**config.mk**
```make
export PLATFORM = sky130hd
export DESIGN_NAME = serie_paralelo_rx
export DESIGN_NICKNAME = d
export VERILOG_FILES = /design/src/rtl/sp_pkg.sv /design/src/rtl/sp_shift_detect.sv /design/src/rtl/serie_paralelo_rx.sv
export SDC_FILE = /design/constraint.sdc
export NUM_CORES = 1
export LEC_CHECK = 0
export ABC_AREA = 0
export BUFFER_PORTS_ARGS = -buffer_cell sky130_fd_sc_hd__buf_2
export CORE_MARGIN = 2
export CORE_UTILIZATION = 52
export DETAILED_ROUTE_END_ITERATION = 10
export HOLD_SLACK_MARGIN = 0.03
export PLACE_DENSITY = 0.83
export SLEW_MARGIN = 40
export SYNTH_ARGS = -nofsm -noshare
export SYNTH_HDL_FRONTEND = slang
export SYNTH_HIERARCHICAL = 1
export SYNTH_SLANG_ARGS = --single-unit
export TNS_END_PERCENT = 50
```
**constraint.sdc**
```tcl
create_clock -name clk_8f -period 3.8 [get_ports clk_8f]
set_clock_uncertainty 0.05 [all_clocks]
set_input_delay 0.57 -clock clk_8f [delete_from_list [all_inputs] [get_ports clk_8f]]
set_output_delay 0.57 -clock clk_8f [all_outputs]
set_load 0.05 [all_outputs]
```
**src/rtl/sp_pkg.sv**
```systemverilog
// Shared constants for the serial-to-parallel link: comma byte,
// receiver state encoding and counter widths.
package sp_pkg;

  localparam int BYTE_W = 8;
  localparam int BIT_W  = 3;
  localparam int COM_W  = 4;
  localparam int MIS_W  = 2;

  localparam logic [BYTE_W-1:0] COMMA = 8'hBC;

  typedef enum logic [1:0] {
    SEARCH,
    ALIGN,
    ACTIVE
  } state_t;

endpackage

```
**src/rtl/sp_shift_detect.sv**
```systemverilog
// Serial shift register (MSB first) with a comma comparator on the
// value that will be loaded at this edge.
module sp_shift_detect
  import sp_pkg::*;
(
  input  logic              clk_8f,
  input  logic              reset,
  input  logic              data_in,
  output logic [BYTE_W-1:0] sr_next,
  output logic              is_comma
);

  logic [BYTE_W-1:0] sr_q;

  assign sr_next  = {sr_q[BYTE_W-2:0], data_in};
  assign is_comma = (sr_next == COMMA);

  always_ff @(posedge clk_8f or posedge reset) begin
    if (reset) begin
      sr_q <= '0;
    end else begin
      sr_q <= sr_next;
    end
  end

endmodule

```
**src/rtl/serie_paralelo_rx.sv**
```systemverilog
// Comma-locked serial-to-parallel receiver.
// Optional SP_RELOCK_EN: drop lock after two off-phase commas.
module serie_paralelo_rx
  import sp_pkg::*;
#(
  parameter int BC_COUNT = 4
) (
  input  logic              clk_8f,
  input  logic              reset,
  input  logic              data_in,
  output logic [BYTE_W-1:0] data_out,
  output logic              valid_out,
  output logic              active
);

  logic [BYTE_W-1:0] sr_next;
  logic              is_comma;

  state_t            state_q, state_d;
  logic [BIT_W-1:0]  bitcnt_q, bitcnt_d;
  logic [COM_W-1:0]  comcnt_q, comcnt_d;
  logic [BYTE_W-1:0] data_q, data_d;
  logic              valid_q, valid_d;
  logic              active_q, active_d;
  logic              boundary;

`ifdef SP_RELOCK_EN
  logic [MIS_W-1:0]  mis_q, mis_d;
`endif

  sp_shift_detect u_sd (
    .clk_8f   (clk_8f),
    .reset    (reset),
    .data_in  (data_in),
    .sr_next  (sr_next),
    .is_comma (is_comma)
  );

  assign boundary = (bitcnt_q == 3'd7);

  always_comb begin
    state_d  = state_q;
    bitcnt_d = bitcnt_q;
    comcnt_d = comcnt_q;
    data_d   = data_q;
    valid_d  = valid_q;
    active_d = active_q;
`ifdef SP_RELOCK_EN
    mis_d    = mis_q;
`endif
    unique case (state_q)
      SEARCH: begin
        bitcnt_d = '0;
        if (is_comma) begin
          comcnt_d = 4'd1;
          if (BC_COUNT == 1) begin
            state_d  = ACTIVE;
            active_d = 1'b1;
          end else begin
            state_d = ALIGN;
          end
        end
      end
      ALIGN: begin
        bitcnt_d = bitcnt_q + 3'd1;
        if (boundary) begin
          if (is_comma) begin
            comcnt_d = comcnt_q + 4'd1;
            if (comcnt_q + 4'd1 == COM_W'(BC_COUNT)) begin
              state_d  = ACTIVE;
              active_d = 1'b1;
            end
          end else begin
            comcnt_d = '0;
            state_d  = SEARCH;
          end
        end
      end
      ACTIVE: begin
        bitcnt_d = bitcnt_q + 3'd1;
        if (boundary) begin
          if (is_comma) begin
            valid_d = 1'b0;
          end else begin
            data_d  = sr_next;
            valid_d = 1'b1;
          end
        end
`ifdef SP_RELOCK_EN
        // A comma seen off the byte grid means the grid has slipped
        if (is_comma) begin
          if (boundary) begin
            mis_d = '0;
          end else if (mis_q == 2'd1) begin
            mis_d    = '0;
            state_d  = SEARCH;
            bitcnt_d = '0;
            comcnt_d = '0;
            active_d = 1'b0;
            valid_d  = 1'b0;
          end else begin
            mis_d = mis_q + 2'd1;
          end
        end
`endif
      end
      default: begin
        state_d = SEARCH;
      end
    endcase
  end

  always_ff @(posedge clk_8f or posedge reset) begin
    if (reset) begin
      state_q  <= SEARCH;
      bitcnt_q <= '0;
      comcnt_q <= '0;
      data_q   <= '0;
      valid_q  <= 1'b0;
      active_q <= 1'b0;
`ifdef SP_RELOCK_EN
      mis_q    <= '0;
`endif
    end else begin
      state_q  <= state_d;
      bitcnt_q <= bitcnt_d;
      comcnt_q <= comcnt_d;
      data_q   <= data_d;
      valid_q  <= valid_d;
      active_q <= active_d;
`ifdef SP_RELOCK_EN
      mis_q    <= mis_d;
`endif
    end
  end

  assign data_out  = data_q;
  assign valid_out = valid_q;
  assign active    = active_q;

endmodule

```
==> metrics.txt <==
ANT nets after route 0; DRT Pass-1 Iters 4; ANT cells 0; share of layout cells above drive strength 1 24.80%; routed vias 858; Fin. Hold Viols 0; Mapped Area about 1200 um^2; IO Count 13; max-slew violations 0; Worst-Margin Slew between 600 and 700 ps; GRT Total Usage roughly a fifth; status finished, final reports clean; Final GP Congestion 0.8244; first-pass GRT wire length around 3.9 mm; Netlist cell types 34; clock root buffer clkbuf_4; row count 17; Power Density around 420 nW/um^2; count of final setup violators 0; Clk Latency, worst-skew pair 320 ps; final setup TNS 0 ps; Max-Cap Viols 0; largest net degree at the start of global routing 20; critical path's largest stage delay 510 ps; Critical Path Source Type register; initial antenna violation count 0; Peak Freq 458.9 MHz; Avg Inst Size Synth 11.20 um^2; leading area contributor after synthesis dfrtp_1; Die Y 52.91 um; Place WS between 1000 and 1500 ps; PnR worst setup slack 1621 ps; routed length per instance 13.81 um; vias in the first global route 852; GRT Residual Overflow 0; RSZ-0062 raised after global routing no; CTS Hold Bufs 0; detailed placement HPWL 1.624 mm; Lkg Pwr 0.6762 nW; WP buf/inv 1; Post-Place Cells 149; Area contributors post-synth dfrtp_1, ha_1, mux2_2; WP data arrival 2350 ps; non-filler instance count after layout 153; Total Nets Final about 140; worst path required time 3980 ps; hold slack final 101.9 ps; net count after synthesis ~120; die area 2799 um^2; maximum VDD drop between 0.0003 and 0.0004 V; register area share after synthesis a little over half; Post-CTS Setup Repair Bufs 0; critical path type reg2reg; number of cells upsized or downsized after cts 0; # H-tree levels 1; Critical Path Slowest Stage Cell nor4_2; Max FO, Critical Path 7; flop and latch count out of synthesis 26; total wire length 2.113 mm; Cells after Synth 111; Synth top area share 52.31%; core box area 2233 um^2; number of remaining DRC errors 0; clk buf depth 2; Final min period approximately 2200 ps; commonest cells after routing, fill and taps aside dfrtp_1, nand2_1, buf_2; Cell Chain, Critical Path nand4b_1 -> nor4_2 -> inv_2 -> a221oi_4 -> mux2_1 -> o21a_1; Hold Path Class in2async; total CTS buffers 3; Final period util approximately 57%; IO Port Bufs 12; commonest non-fill, non-tap cell in the layout dfrtp_1; via/cell ratio 5.608; Slew headroom roughly 55%; CP top delay family simple AND/OR/NAND/NOR gates; CTS clk-pin slew, worst paths 130 ps; Die X between 50 and 60 um; CTS tree yes; initial cell density of the core 55.69%; total power 0.0005710 W; area growth from synthesis to layout 9.356%; crit end category register; Synth warnings 6; Num Clock Sinks 26; drt initial violations 21
==> final timing paths <==
kind / startpoint / endpoint / slack, ps / cells past startpoint
hold reg to reg: u_sd/sr_q[4]$_DFF_PP0_ / u_sd/sr_q[5]$_DFF_PP0_ / 370 / 0
setup / recovery: u_sd/sr_q[5]$_DFF_PP0_ / state_q[1]$_DFFE_PP0P_ / 1620 / 6
setup reg to reg: u_sd/sr_q[5]$_DFF_PP0_ / state_q[1]$_DFFE_PP0P_ / 1620 / 6
max in group asynchronous: reset / bitcnt_q[1]$_DFFE_PP0P_ / 3170 / 2
min in group clk_8f: data_in / u_sd/sr_q[0]$_DFF_PP0_ / 340 / 1
hold / removal: reset / u_sd/sr_q[5]$_DFF_PP0_ / 100 / 2
==> sequential cells by signal, summed over array words and instances, names as in the netlist <==
register	count
active	1
valid_out	1
state_q	2
bitcnt_q	3
u_sd/sr_q	7
data_out	8
comcnt_q	4
==> per-stage QoR <==
stage               area [um^2]  utilization, %
floorplan                  1244               -
global placement           1324           59.27
detailed placement         1324           59.27
CTS                        1360           60.90
global route               1360           60.90
finish                     1360           60.90
==> power by group <==
part / switching [W] / total (W) / internal, W
sequential: 0.0000173 / 0.000314 / 0.000297
combinational: 0.0000722 / 0.000120 / 0.0000478
clock: 0.0000779 / 0.000137 / 0.0000587
==> final cells by class <==
cell class	instances	area [um^2]
fillers	181	873.3
inverters	8	32.53
well taps	28	35.03
clock buffers	4	36.28
multi-input cells	75	545.5
flip-flops and latches	26	650.6
repair buffers	12	60.06
==> cell families after synthesis <==
logic type / after synthesis / synth area share [%]
buffers and inverters: 10 / 3.822
AOI/OAI and AO/OA: 26 / 14.39
DFF: 26 / 52.31
and+or+nand+nor: 32 / 13.28
adders and majority gates: 8 / 8.049
muxes: 9 / 8.149
==> routing by layer <==
layer,part of all wire [%],vias up,GRT usage (%)
met5,0,-,0
met4,1.7,0,10.26
met3,2.9,4,2.542
met2,52,17,31.87
met1,44,419,24.95
li1,-,418,-
==> cell usage after synthesis <==
library cell	n
o21ai_1	2
dfrtp_1	26
a221oi_4	1
nor3_1	1
nand2b_1	3
nand4_1	1
mux2_2	8
a21o_1	1
a31oi_1	1
nand3_2	1
nor4_1	1
buf_4	2
and2_1	1
nor2_1	3
o21a_1	1
o31ai_1	1
o211a_1	1
and3_2	1
o311ai_0	1
nor4_2	1
inv_1	6
nand3_1	1
nand4b_1	1
inv_2	1
a31o_1	1
mux2_1	1
a21oi_1	6
o211ai_1	1
o21ai_0	8
ha_1	8
inv_4	1
nand2_1	16
and2_2	1
a2bb2oi_1	1
Note: power is estimated with default switching activity, not from simulation.
